===== src/rtl/ram_loader_pkg.sv =====
// Shared widths, FSM state encoding and byte-count decode for the boot-time RAM loader.
package ram_loader_pkg;

  localparam int ADDR_W = 5;
  localparam int DATA_W = 8;
  localparam int DEPTH  = 2 ** ADDR_W;

  localparam logic [ADDR_W:0] DEPTH_LEN = (ADDR_W + 1)'(DEPTH);

  typedef enum logic [1:0] {
    LD_IDLE   = 2'd0,
    LD_LOAD   = 2'd1,
    LD_VERIFY = 2'd2,
    LD_CHECK  = 2'd3
  } ld_state_e;

  // A zero or oversized request means "fill the whole RAM".
  function automatic logic [ADDR_W:0] clamp_len(input logic [ADDR_W:0] l);
    return ((l == '0) || (l > DEPTH_LEN)) ? DEPTH_LEN : l;
  endfunction

endpackage


===== src/rtl/ram_loader.sv =====
// Boot loader in front of the 32x8 RAM: streams bytes in from address 0, reads them
// back to confirm an additive checksum, and otherwise passes the CPU port through.
//
//  state     | meaning
//  LD_IDLE   | CPU owns the RAM; start latches len and begins a load
//  LD_LOAD   | accept stream bytes, write RAM[cnt], accumulate sum_wr
//  LD_VERIFY | read RAM[cnt] back, accumulate sum_rd
//  LD_CHECK  | publish done/error/checksum, return to idle
module ram_loader
  import ram_loader_pkg::*;
(
  input  logic              clk,
  input  logic              rst,
  input  logic              start,
  input  logic [ADDR_W:0]   len,
  input  logic              in_valid,
  input  logic [DATA_W-1:0] in_data,
  output logic              in_ready,
  input  logic              cpu_read_en,
  input  logic              cpu_write_en,
  input  logic [ADDR_W-1:0] cpu_address,
  input  logic [DATA_W-1:0] cpu_write_data,
  output logic [DATA_W-1:0] cpu_read_data,
  output logic              ram_read_en,
  output logic              ram_write_en,
  output logic [ADDR_W-1:0] ram_address,
  output logic [DATA_W-1:0] ram_write_data,
  input  logic [DATA_W-1:0] ram_read_data,
  output logic              busy,
  output logic              done,
  output logic              error,
  output logic [DATA_W-1:0] checksum
);

  ld_state_e         state_q, state_d;
  logic [ADDR_W-1:0] cnt_q, cnt_d;
  logic [ADDR_W:0]   len_q, len_d;
  logic [DATA_W-1:0] sum_wr_q, sum_wr_d;
  logic [DATA_W-1:0] sum_rd_q, sum_rd_d;
  logic [DATA_W-1:0] checksum_q, checksum_d;
  logic              done_q, done_d;
  logic              error_q, error_d;

  logic cnt_last;
  logic accept;

  assign cnt_last = ({1'b0, cnt_q} == (len_q - (ADDR_W + 1)'(1)));
  assign accept   = in_valid && (state_q == LD_LOAD);

  always_ff @(posedge clk) begin
    if (rst) begin
      state_q    <= LD_IDLE;
      cnt_q      <= '0;
      len_q      <= '0;
      sum_wr_q   <= '0;
      sum_rd_q   <= '0;
      checksum_q <= '0;
      done_q     <= 1'b0;
      error_q    <= 1'b0;
    end else begin
      state_q    <= state_d;
      cnt_q      <= cnt_d;
      len_q      <= len_d;
      sum_wr_q   <= sum_wr_d;
      sum_rd_q   <= sum_rd_d;
      checksum_q <= checksum_d;
      done_q     <= done_d;
      error_q    <= error_d;
    end
  end

  always_comb begin
    state_d        = state_q;
    cnt_d          = cnt_q;
    len_d          = len_q;
    sum_wr_d       = sum_wr_q;
    sum_rd_d       = sum_rd_q;
    checksum_d     = checksum_q;
    done_d         = done_q;
    error_d        = error_q;
    in_ready       = 1'b0;
    ram_read_en    = cpu_read_en;
    ram_write_en   = cpu_write_en;
    ram_address    = cpu_address;
    ram_write_data = cpu_write_data;

    unique case (state_q)
      LD_IDLE: begin
        if (start) begin
          len_d    = clamp_len(len);
          cnt_d    = '0;
          sum_wr_d = '0;
          sum_rd_d = '0;
          done_d   = 1'b0;
          error_d  = 1'b0;
          state_d  = LD_LOAD;
        end
      end
      LD_LOAD: begin
        in_ready       = 1'b1;
        ram_read_en    = 1'b0;
        ram_write_en   = accept;
        ram_address    = cnt_q;
        ram_write_data = in_data;
        if (accept) begin
          sum_wr_d = sum_wr_q + in_data;
          if (cnt_last) begin
            cnt_d   = '0;
            state_d = LD_VERIFY;
          end else begin
            cnt_d = cnt_q + ADDR_W'(1);
          end
        end
      end
      LD_VERIFY: begin
        ram_read_en    = 1'b1;
        ram_write_en   = 1'b0;
        ram_address    = cnt_q;
        ram_write_data = '0;
        sum_rd_d       = sum_rd_q + ram_read_data;
        if (cnt_last) begin
          cnt_d   = '0;
          state_d = LD_CHECK;
        end else begin
          cnt_d = cnt_q + ADDR_W'(1);
        end
      end
      LD_CHECK: begin
        ram_read_en    = 1'b0;
        ram_write_en   = 1'b0;
        done_d         = 1'b1;
        error_d        = (sum_wr_q != sum_rd_q);
        checksum_d     = sum_wr_q;
        state_d        = LD_IDLE;
      end
      default: state_d = LD_IDLE;
    endcase
  end

  assign busy          = (state_q != LD_IDLE);
  assign cpu_read_data = busy ? '0 : ram_read_data;
  assign done          = done_q;
  assign error         = error_q;
  assign checksum      = checksum_q;

endmodule


===== config.mk =====
export PLATFORM = sky130hd
export DESIGN_NAME = ram_loader
export DESIGN_NICKNAME = d
export VERILOG_FILES = /design/src/rtl/ram_loader_pkg.sv /design/src/rtl/ram_loader.sv
export SDC_FILE = /design/constraint.sdc
export NUM_CORES = 1
export LEC_CHECK = 0
export CAP_MARGIN = 40
export CORE_ASPECT_RATIO = 0.9
export CORE_UTILIZATION = 43
export DETAILED_ROUTE_END_ITERATION = 16
export HOLD_SLACK_MARGIN = 0.06
export MAX_ROUTING_LAYER = met4
export PLACE_DENSITY = 0.72
export SLEW_MARGIN = 5
export SYNTH_ARGS = -nofsm -noshare
export SYNTH_HDL_FRONTEND = slang
export SYNTH_SLANG_ARGS = --single-unit

===== constraint.sdc =====
create_clock -name clk -period 2.3 [get_ports clk]
set_input_delay 0.46 -clock clk [delete_from_list [all_inputs] [get_ports clk]]
set_output_delay 0.46 -clock clk [all_outputs]
set_load 0.02 [all_outputs]

== After elaboration in Yosys (flattened, before gate mapping) ==
Cells that the tools add are included.
Word-level totals
  flip-flop bits (word level): 39
  input bits: 41
  word-level logic and storage cells: 63
Operators by class
  add/subtract/negate cells: 4
  magnitude comparators: 1
  eq/ne operators: 9
  muxes and demuxes: 23
  reduce and logical (&&, ||, !) cells: 18
Operators with widths (number)
  $pmux 8 s2: 3
  $mux 8: 3
  $mux 5: 4
  $add 8x8->8: 2
  $pmux 5 s3: 1
  $mux 2: 4
  $ne 2x2->1 const B: 4
  $ne 8x8->1: 1
  $pmux 1 s2: 4
  $pmux 2 s4: 1
  $reduce_bool 2->1: 4
  $eq 5x6->1: 1
  $gt 6x6->1 const B: 1
  $logic_not 6->1: 1
  $mux 6: 1
  $reduce_and 2->1: 3
  $reduce_and 3->1: 2
  $reduce_or 2->1: 3
  $sub 6x1->6 const B: 1
  $add 5x1->5 const B: 1
  $eq 2x2->1 const B: 2
  $reduce_and 4->1: 1
  $reduce_bool 3->1: 1
  $eq 2x1->1 const B: 1
  other kinds (4): 5

== Logic depth before layout (Yosys ltp) ==
Gate-level depths: netlist of run 1.
  word-level depth: 5
  depth in mapped cells: 11
  gate-level depth less buffers: 8

== Worst setup path before layout of run 1 ==
Ideal clock, no wire load.
  kind: flip-flop to flip-flop
  start: register len_q[0]
  end: register state_q[1]
  setup time: 128 ps
  arrival time: 2039 ps
  data required time: 2172 ps
  path slack: 134 ps
  stages on the path, launching flop included: 9
  buffers on the path: 0
  path through: dfxtp_1 > inv_1 > ha_1 > xor2_1 > o211ai_1 > or4b_4 > a221oi_4 > mux2i_1 > nor2_1
On the way
  word-level cells in the longest chain between the ends: 4
  elaborated cells between the ends (all ways): 5
Ends and longest elaborated chain
  start, declared: line ram_loader.sv:37  | logic [ADDR_W:0] len_q, len_d;
  start signal, assigned: line ram_loader.sv:63  | len_q <= len_d;
  $sub 6x1->6 (*): line ram_loader.sv:47  | assign cnt_last = ({1'b0, cnt_q} == (len_q - (ADDR_W + 1)'(1)));
  $eq 5x6->1 (*): line ram_loader.sv:47
  $ne 2x2->1 (no line)
  $reduce_and 4->1 (no line) (*)
  end signal, assigned: line ram_loader.sv:61  | state_q <= state_d;
  end, declared: line ram_loader.sv:35  | ld_state_e state_q, state_d;
Mark *: on every way between the ends. The rest lies on a longest branch, timed or not.
A chain may end at the register's enable or synchronous reset.

== Final worst setup path of run 1 ==
  start: input port ram_read_data[3]
  end: register sum_rd_q[7]
On the way
  word-level cells in the longest chain between the ends: 2
Ends and longest elaborated chain
  start, declared: line ram_loader.sv:28  | input logic [DATA_W-1:0] ram_read_data,
  $add 8x8->8: line ram_loader.sv:120  | sum_rd_d = sum_rd_q + ram_read_data;
  $pmux 8 s2: line ram_loader.sv:87  | unique case (state_q)
  end signal, assigned: line ram_loader.sv:65  | sum_rd_q <= sum_rd_d;
  end, declared: line ram_loader.sv:39  | logic [DATA_W-1:0] sum_rd_q, sum_rd_d;
Every way passes these cells.

==> results of run 1 <==
==> how the worst max path moves through the flow <==
stage	cells past startpoint	from	endpoint
after floorplan	8	len_q[0]	state_q[1]
after detailed placement	8	ram_read_data[3]	sum_rd_q[7]
final	8	ram_read_data[3]	sum_rd_q[7]
after CTS	9	in_data[0]	sum_wr_q[6]
after global placement	8	ram_read_data[3]	sum_rd_q[7]
after global routing	8	ram_read_data[3]	sum_rd_q[7]
==> registers in the layout, summed over array words and instances, names as in the netlist <==
register	cells
cnt_q	5
sum_rd_q	8
done	1
state_q	2
checksum	8
len_q	6
error	1
sum_wr_q	8
==> through the flow <==
step           hold slack (ns)  utilization [%]  TNS (ns)  worst slack, ns
3_3_place_gp             0.479             64.3    -0.998           -0.291
2_1_floorplan            0.474                -         0            0.134
6_report                 0.502             66.4         0           0.0282
5_1_grt                  0.526             66.4    -0.207           -0.103
4_1_cts                  0.505             66.8         0        0.0000981
3_5_place_dp             0.485             64.3     -1.42           -0.372
==> where the power goes <==
part,internal (mW),total (mW),switching (mW)
Clock,0.323,0.570,0.247
Combinational,0.937,2.01,1.07
Sequential,0.740,0.816,0.0761
==> worst max-delay path: cells and delay by family <==
| family | cells | cell delay, ns |
|---|---|---|
| buf+inv | 1 | 0.47 |
| fa+ha+maj | 1 | 0.24 |
| compound gates | 3 | 0.45 |
| mux | 1 | 0.13 |
| simple gates | 2 | 0.73 |
==> synthesized netlist by cell type (2+ instances only) <==
| master | instances | area share, % |
|---|---|---|
| nand2b_1 | 2 | 0.47 |
| nor3b_1 | 6 | 1.7 |
| or3_1 | 7 | 1.7 |
| o21bai_1 | 4 | 1.1 |
| o22ai_1 | 2 | 0.47 |
| o21ai_1 | 2 | 0.38 |
| xnor2_1 | 15 | 5.0 |
| nand3_1 | 2 | 0.38 |
| nand4_1 | 3 | 0.71 |
| nand2_1 | 27 | 3.8 |
| dfxtp_1 | 39 | 30 |
| a22oi_1 | 13 | 3.7 |
| ha_1 | 20 | 9.5 |
| inv_1 | 20 | 2.8 |
| o21ai_0 | 14 | 2.6 |
| fa_1 | 2 | 1.5 |
| mux2i_1 | 10 | 3.8 |
| clkbuf_1 | 11 | 1.6 |
| a21o_1 | 10 | 2.8 |
| xor2_1 | 8 | 2.6 |
| buf_1 | 2 | 0.28 |
| o211ai_1 | 7 | 2.0 |
| a21oi_1 | 24 | 4.5 |
| and2_1 | 9 | 2.1 |
| nor3_1 | 5 | 0.95 |
| mux2_2 | 6 | 2.6 |
| nor2_1 | 37 | 5.3 |
==> final cells by class <==
type / instances / share of cell area, %
timing repair buffer: 113 / 25.9
inverter: 20 / 2.02
clock buffer: 5 / 1.79
tap: 70 / 2.28
clock inverter: 3 / 1.14
sequential: 39 / 20.5
multi-input combinational: 250 / 46.4
==> routing by layer <==
layer / track usage, % / vias up
met4: 4.41 / 0
met3: 3.25 / 10
met2: 36.0 / 75
li1: - / 1340
met5: - / -
met1: 29.5 / 1232
==> repair_timing <==
action | CTS | global route
buffers inserted | 0 | 1
cloned | 0 | 0
endpoints found under the setup margin | 29 | 21
gates resized for setup | 40 | 29
pin swaps | 7 | 9
==> kinds of logic after synthesis <==
| group | after synthesis |
|---|---|
| AOI/OAI and AO/OA | 83 |
| xor gates and xnor gates | 24 |
| adders and majority gates | 22 |
| buffers and inverters | 33 |
| DFF | 39 |
| muxes | 16 |
| and+or+nand+nor | 105 |
==> results.json, run 1 <==
{
  "seq_area_um2": 788,
  "insertion_delay_ns": 0.29,
  "slew_violations": 0,
  "r2r_start": "len_q[0]",
  "slowest_delay_ns": 0.64,
  "cp_slowest_cell": "or4b_2",
  "post_drt_wl_per_cell_um": 13.7,
  "drv_cap": 0,
  "syn_to_final_growth_pct": 45.4,
  "yosys_most_used_dff": "dfxtp_1",
  "gp_congestion": 0.850,
  "vias_per_cell": 5.31,
  "grt_pass1_wl_mm": 11.5,
  "fin_area_um2": 3840,
  "dpl_cell_area_um2": 3720,
  "synth_seq_cells": 39,
  "hold_start": "checksum[5]",
  "die_h_um": 76.4,
  "arrival_ns": 2.49,
  "fp.dieW_um": 84.7,
  "root_buffer": "clkbuf_8",
  "avgSynthCellArea_um2": 8.21,
  "antenna_found_initial": 0,
  "postCtsHoldBufs": 0,
  "cts_tree": "yes",
  "multi_input_area_um2": 1780,
  "clock.fmax_ghz": 0.440,
  "yosysWarningCount": 0,
  "grt_usage_pct": 22.2,
  "cp_max_fo": 2,
  "critPathLaunchType": "input pin",
  "yosys.area_share.simple_pct": 19.5,
  "syn_nets": 385,
  "drt_first_iter_violations": 117,
  "wl_met1_mm": 3.28,
  "worst_slew_pin_slew_ns": 0.594,
  "initial_utilization_pct": 45.7,
  "dieArea_um2": 6470,
  "hold_violations": 0,
  "path_class": "in2reg",
  "io_pins": 76,
  "final_nets": 492,
  "cp.required_ns": 2.51,
  "min_path_cells": 2,
  "fin_crit_ns": 2.27,
  "r2r-end": "state_q[1]",
  "antenna_cells": 0,
  "met2_wirelength_mm": 3.19,
  "rsz0062_at_grt": "yes",
  "rr_worst_depth": 6,
  "h-tree-depth": 2,
  "routed.top_layer": "met4",
  "grt_max_degree": 19,
  "leakagePower_nw": 1.66,
  "peakVddDrop_mv": 0.385,
  "dp_hpwl_mm": 5.35,
  "nFillCells": 516,
  "vias": 2657,
  "grt_pass1_vias": 2482,
  "core.rowCount": 26,
  "yosysSeqAreaShare_pct": 29.5,
  "dp.cells": 491,
  "synth-adder-area-share_pct": 11.0,
  "ys_types": 42,
  "synth_compound_area_share_pct": 20.5,
  "gr-total-overflow": 0,
  "min_to": "checksum[5]",
  "dr.pass1.iters": 6,
  "fin_skew_ns": 0.00888,
  "crit_path_cell_trace": "clkdlybuf4s50_1 -> ha_1 -> a21o_1 -> a21oi_2 -> nand2_2 -> mux2i_1 -> or4b_2 -> a31oi_1",
  "async_flop_share_pct": 0,
  "setup_violations": 0,
  "wl_mm": 6.85,
  "drc_errors": 0,
  "synth_edf_count": 0,
  "clock_sink_count": 39,
  "relSlewSlack_pct": 60.3,
  "cp-end-kind": "register",
  "synth_cells": 322,
  "syn_area_um2": 2650,
  "drive_above_1_share_pct": 19.3,
  "final_cells": 500,
  "drtAntennaViolNets": 0,
  "power_density_nw_per_um2": 882,
  "final_common_cell": "clkdlybuf4s50_1",
  "synth_mux_area_share_pct": 6.34,
  "finalPower_mw": 3.39,
  "fin_crit_sh_pct": 98.8,
  "hp-class": "reg2reg",
  "cts_inserted_buffers": 5,
  "io_buffers": 75,
  "synth_top_family_by_area": "compound AO/OA/AOI/OAI gates",
  "final_cell_mix": "clkdlybuf4s50_1, nor2_1, dfxtp_1, buf_4, nand2_1",
  "wl_met3_um": 303,
  "cts_max_path_buffers": 2,
  "core_area_um2": 5790,
  "path_clk_slew_ns": 0.08,
  "synthXorXnorAreaFrac_pct": 8.51,
  "outcome": "finished clean",
  "worst-r2r-setup-slack_ns": 0.05
}
Power figures use the tool's default switching activity.
==> run 2, diff against run 1 <==
Settings changed: CELL_PAD_IN_SITES_DETAIL_PLACEMENT set to 0, CELL_PAD_IN_SITES_GLOBAL_PLACEMENT set to 1, CORE_UTILIZATION 43 to 31, TNS_END_PERCENT set to 30.
==> run 2 against run 1 <==
Power decreased by 1.2%. Combinational power increased by 2%. Critical path depth stayed put. Worst hold slack worse by 0.016 ns. Die area rose by 38%. Worst setup slack better by 0.039 ns. Critical path type is now reg2reg. Sequential power hardly changed. Non-clock buffer count is the same. Sequential cell count did not move. Clock power shrank 18%. Utilization is 18 points lower.
==> results.json, run 2 (synthesis gave the netlist of run 1 again) <==
{
  "outcome": "finished clean",
  "insertion_delay_ns": 0.29,
  "critPathLaunchType": "register",
  "crit_path_cell_trace": "inv_2 -> ha_4 -> xor2_1 -> o211ai_1 -> or4b_4 -> a221oi_4 -> nor2_1 -> a311oi_1",
  "wl_mm": 7.23,
  "p_sw_mw": 1.39,
  "core_area_um2": 8150,
  "dieArea_um2": 8910,
  "post_drt_wl_per_cell_um": 13.7,
  "fin_setup_tns_ns": 0,
  "slew_violations": 0,
  "p_sw_share_pct": 41.4,
  "cp_slowest_cell": "or4b_4",
  "drtAntennaViolNets": 0,
  "finalPower_mw": 3.35,
  "fin_crit_ns": 2.23,
  "fin_crit_sh_pct": 97.1,
  "seqPwrFrac_pct": 24.4,
  "drc_errors": 0,
  "dp_hpwl_mm": 5.55,
  "antenna_found_initial": 0,
  "p_comb_share_pct": 61.6,
  "power_density_nw_per_um2": 850,
  "slowest_delay_ns": 0.58,
  "grt_pass1_vias": 2525,
  "clock_sink_count": 39,
  "syn_to_final_growth_pct": 49.1,
  "final_util_pct": 48.4,
  "setup_violations": 0,
  "relSlewSlack_pct": 68.0,
  "arrival_ns": 2.42,
  "grt_usage_pct": 17.1,
  "cp.required_ns": 2.49,
  "fp.dieW_um": 99.4,
  "root_buffer": "clkbuf_8",
  "cp-end-kind": "register",
  "hp-class": "reg2reg",
  "die_h_um": 89.6,
  "initial_utilization_pct": 32.5,
  "clockPowerShare_pct": 14.0,
  "worst_slew_pin_slew_ns": 0.478,
  "cts_max_path_buffers": 2,
  "cell_internal_pwr_mw": 1.96,
  "fin_skew_ns": 0.00805,
  "peakVddDrop_mv": 0.276,
  "leakagePower_nw": 1.74,
  "final_common_cell": "clkdlybuf4s50_1",
  "grt_pass1_wl_mm": 11.7,
  "io_buffers": 75,
  "final_nets": 492,
  "gr-total-overflow": 0,
  "drive_above_1_share_pct": 18.2,
  "path_class": "reg2reg",
  "cp_max_fo": 4,
  "dr.pass1.iters": 4,
  "h-tree-depth": 2,
  "final_cell_mix": "clkdlybuf4s50_1, nor2_1, dfxtp_1, buf_4, nand2_1",
  "cts_tree": "yes",
  "gp_congestion": 0.800,
  "cts_inserted_buffers": 5,
  "clock.fmax_ghz": 0.448,
  "io_pins": 76,
  "grt_max_degree": 19,
  "antenna_cells": 0,
  "core.rowCount": 31,
  "rsz0062_at_grt": "yes",
  "vias_per_cell": 4.89,
  "drv_cap": 0,
  "hold_violations": 0,
  "path_clk_slew_ns": 0.07,
  "vias": 2581,
  "drt_first_iter_violations": 64
}
[run 2: area by class of cell]
class,count,area [µm²]
fillers,835,4200
multi-input cells,250,1820
repair buffers,113,1050
flip-flops and latches,39,786
well taps,99,124
clock buffers,6,82.6
inverters,20,75.1
clock inverters,1,5.00
[run 2: path summary, 6_finish.rpt]
path / startpoint / slack (ns) / to / cells after the start
worst max register to register: len_q[1] / 0.07 / state_q[0] / 8
worst max-delay path: len_q[1] / 0.07 / state_q[0] / 8
worst min-delay path: error / 0.49 / error / 2
worst min register to register: error / 0.49 / error / 2
[run 2: critical path: cells and delay by family (launching register included)]
| family | cells | cell delay (ns) |
|---|---|---|
| AOI/OAI and AO/OA | 3 | 0.68 |
| and+or+nand+nor | 2 | 0.65 |
| DFF | 1 | 0.37 |
| adders and majority gates | 1 | 0.26 |
| xor gates and xnor gates | 1 | 0.14 |
| buffers and inverters | 1 | 0.05 |
[run 2: per-layer routing]
layer  routed length, µm  up-vias  GRT usage [%]  part of all wire (%)
met4                  40        0           3.61                  0.55
met2                3380       63           29.7                    47
li1                    -     1343              -                     -
met5                   0        -              -                     0
met3                 315        5           3.02                   4.4
met1                3490     1170           21.2                    48
[run 2: power groups by stage]
stage                     registers, mW  clock network [mW]  logic (mW)
after global routing              0.828               0.512        2.26
after floorplan                   0.815                   0        1.17
after global placement            0.829                   0        2.07
after CTS                         0.815               0.484        2.04
final                             0.817               0.470        2.06
after detailed placement          0.830                   0        2.08
[run 2: what timing repair did]
action                                  4_1_cts  5_1_grt
resized for setup                            23       30
endpoints found under the setup margin       27       20
endpoints found under the hold margin         0        0
buffers inserted                              0        3
pin swaps                                     1        8
hold buffers                                  0        0
[run 2: metrics by stage]
| step | std cells | area [µm²] | setup slack [ns] | hold WS [ns] |
|---|---|---|---|---|
| 6_report | 528 | 3950 | 0.0668 | 0.486 |
| 5_1_grt | 528 | 3950 | -0.0522 | 0.511 |
| 4_1_cts | 525 | 3840 | -0.0204 | 0.481 |
| 3_5_place_dp | 518 | 3750 | -0.307 | 0.470 |
| 3_3_place_gp | 518 | 3750 | -0.264 | 0.468 |
| 2_1_floorplan | 322 | 2650 | 0.134 | 0.474 |
==> run 3, diff against run 2 <==
Settings changed: ABC_CLOCK_PERIOD_IN_PS set to 2300, CORE_MARGIN set to 2.
==> run 3 against run 2 <==
Register-to-register slack about the same. Via count is 0.15% higher. Fmax is essentially flat. Worst hold slack lost 0.0020 ns. Final cell count increased by 3.6%. Non-clock buffer count rose by 2. Critical endpoint is now state_q[1].
==> results.json, run 3 (synthesis gave the netlist of run 1 again) <==
{
  "r2r_start": "len_q[1]",
  "grt_usage_pct": 16.3,
  "rsz0062_at_grt": "yes",
  "drtAntennaViolNets": 0,
  "power_density_nw_per_um2": 852,
  "vias_per_cell": 4.73,
  "grt_pass1_wl_mm": 11.8,
  "clock.fmax_ghz": 0.448,
  "drt_first_iter_violations": 58,
  "cts_inserted_buffers": 5,
  "finalPower_mw": 3.36,
  "core.rowCount": 31,
  "postCtsHoldBufs": 0,
  "fin_area_um2": 3950,
  "worst-r2r-setup-slack_ns": 0.07,
  "vias": 2585,
  "core_area_um2": 8180,
  "arrival_ns": 2.42,
  "cts_max_path_buffers": 2,
  "root_buffer": "clkbuf_8",
  "gp_congestion": 0.770,
  "peakVddDrop_mv": 0.287,
  "rr_worst_depth": 8,
  "dp_hpwl_mm": 5.58,
  "p_sw_mw": 1.40,
  "cp-end-kind": "register",
  "clock_sink_count": 39,
  "dp.cells": 538,
  "seqPwrFrac_pct": 24.1,
  "fin_setup_tns_ns": 0,
  "critPathLaunchType": "register",
  "setup_violations": 0,
  "antenna_found_initial": 0,
  "grt_max_degree": 22,
  "fin_crit_sh_pct": 97.0,
  "p_sw_share_pct": 41.5,
  "final_nets": 494,
  "dr.pass1.iters": 4,
  "dieArea_um2": 9290,
  "path_clk_slew_ns": 0.07,
  "die_h_um": 91.6,
  "slew_violations": 0,
  "fp.dieW_um": 101,
  "path_class": "reg2reg",
  "antenna_cells": 0,
  "insertion_delay_ns": 0.30,
  "cp_max_fo": 4,
  "final_cell_mix": "clkdlybuf4s50_1, buf_4, nor2_1, dfxtp_1, nand2_1",
  "p_comb_share_pct": 62.4,
  "relSlewSlack_pct": 66.2,
  "final_common_cell": "clkdlybuf4s50_1",
  "gr-total-overflow": 0,
  "cp.required_ns": 2.49,
  "final_cells": 547,
  "critPathCapture": "state_q[1]",
  "outcome": "finished clean",
  "dpl_cell_area_um2": 3800,
  "drive_above_1_share_pct": 17.6,
  "io_pins": 76,
  "cell_internal_pwr_mw": 1.97,
  "r2r-end": "state_q[1]",
  "wl_mm": 7.12,
  "post_drt_wl_per_cell_um": 13.0,
  "fin_skew_ns": 0.00466,
  "h-tree-depth": 2,
  "hold_violations": 0,
  "grt_pass1_vias": 2558,
  "initial_utilization_pct": 32.3,
  "syn_to_final_growth_pct": 49.2,
  "drv_cap": 0,
  "hp-class": "reg2reg",
  "fin_crit_ns": 2.23,
  "worst_slew_pin_slew_ns": 0.504,
  "leakagePower_nw": 1.65,
  "cts_tree": "yes",
  "clockPowerShare_pct": 13.4,
  "worst_hold_slack_ns": 0.484,
  "cp-startpoint": "len_q[1]",
  "drc_errors": 0,
  "io_buffers": 75
}
run 3: cell count changes in the layout (fill, tap and decap cells not counted), moves of 3 or more:
cell             previous run  this run
clkdlybuf4s15_1             3         9
dlygate4sd2_1               8         1
clkdlybuf4s50_1            51        58
a21oi_1                    22        19
a21oi_2                     2         5
dlymetal6s2s_1             10         3
run 3: layout make-up:
type / count / area (µm²)
inverters: 20 / 75.1
flip-flops and latches: 39 / 786
repair buffers: 115 / 1050
fillers: 825 / 4240
multi-input cells: 250 / 1810
well taps: 115 / 144
clock inverters: 1 / 5.00
clock buffers: 7 / 76.3
run 3: worst max-delay path, stage by stage (launching register included):
cell,delay (ns)
dfxtp_2,0.36
inv_1,0.05
ha_1,0.27
xor2_1,0.15
o211ai_1,0.11
or4b_4,0.55
a221oi_4,0.35
mux2i_1,0.24
nor2_1,0.05
run 3: power by group through the flow:
| stage | clock network [mW] | logic, mW | registers, mW |
|---|---|---|---|
| 2_1_floorplan | 0 | 1.17 | 0.815 |
| 3_3_place_gp | 0 | 2.09 | 0.824 |
| 3_5_place_dp | 0 | 2.11 | 0.825 |
| 4_1_cts | 0.473 | 2.04 | 0.809 |
| 5_1_grt | 0.498 | 2.30 | 0.823 |
| 6_report | 0.452 | 2.10 | 0.811 |
run 3: stage by stage:
step	setup slack, ns	utilization [%]
after floorplan	0.134	-
after global placement	-0.274	46.4
after detailed placement	-0.304	46.4
after CTS	-0.0328	47.2
after global routing	-0.0552	48.2
final	0.0686	48.2
run 3: repair_timing:
| action | 4_1_cts | 5_1_grt |
|---|---|---|
| buffers inserted | 0 | 1 |
| endpoints found under the setup margin | 26 | 30 |
| pin swaps | 0 | 9 |
| resized for setup | 16 | 36 |
| hold endpoints to repair | 0 | 0 |
run 3: worst min path at each step:
stage | end | start | depth (start not counted) | slack, ns
floorplan | cnt_q[4] | cnt_q[4] | 2 | 0.47
global placement | error | error | 2 | 0.47
detailed placement | error | error | 2 | 0.48
CTS | error | error | 2 | 0.49
global route | error | error | 2 | 0.51
finish | error | error | 2 | 0.48
run 3: metal layers:
layer	wire length (µm)	track usage, %	vias up
li1	-	-	1349
met2	3210	26.2	61
met4	57	3.72	0
met5	0	-	-
met3	292	2.82	6
met1	3560	21.4	1169
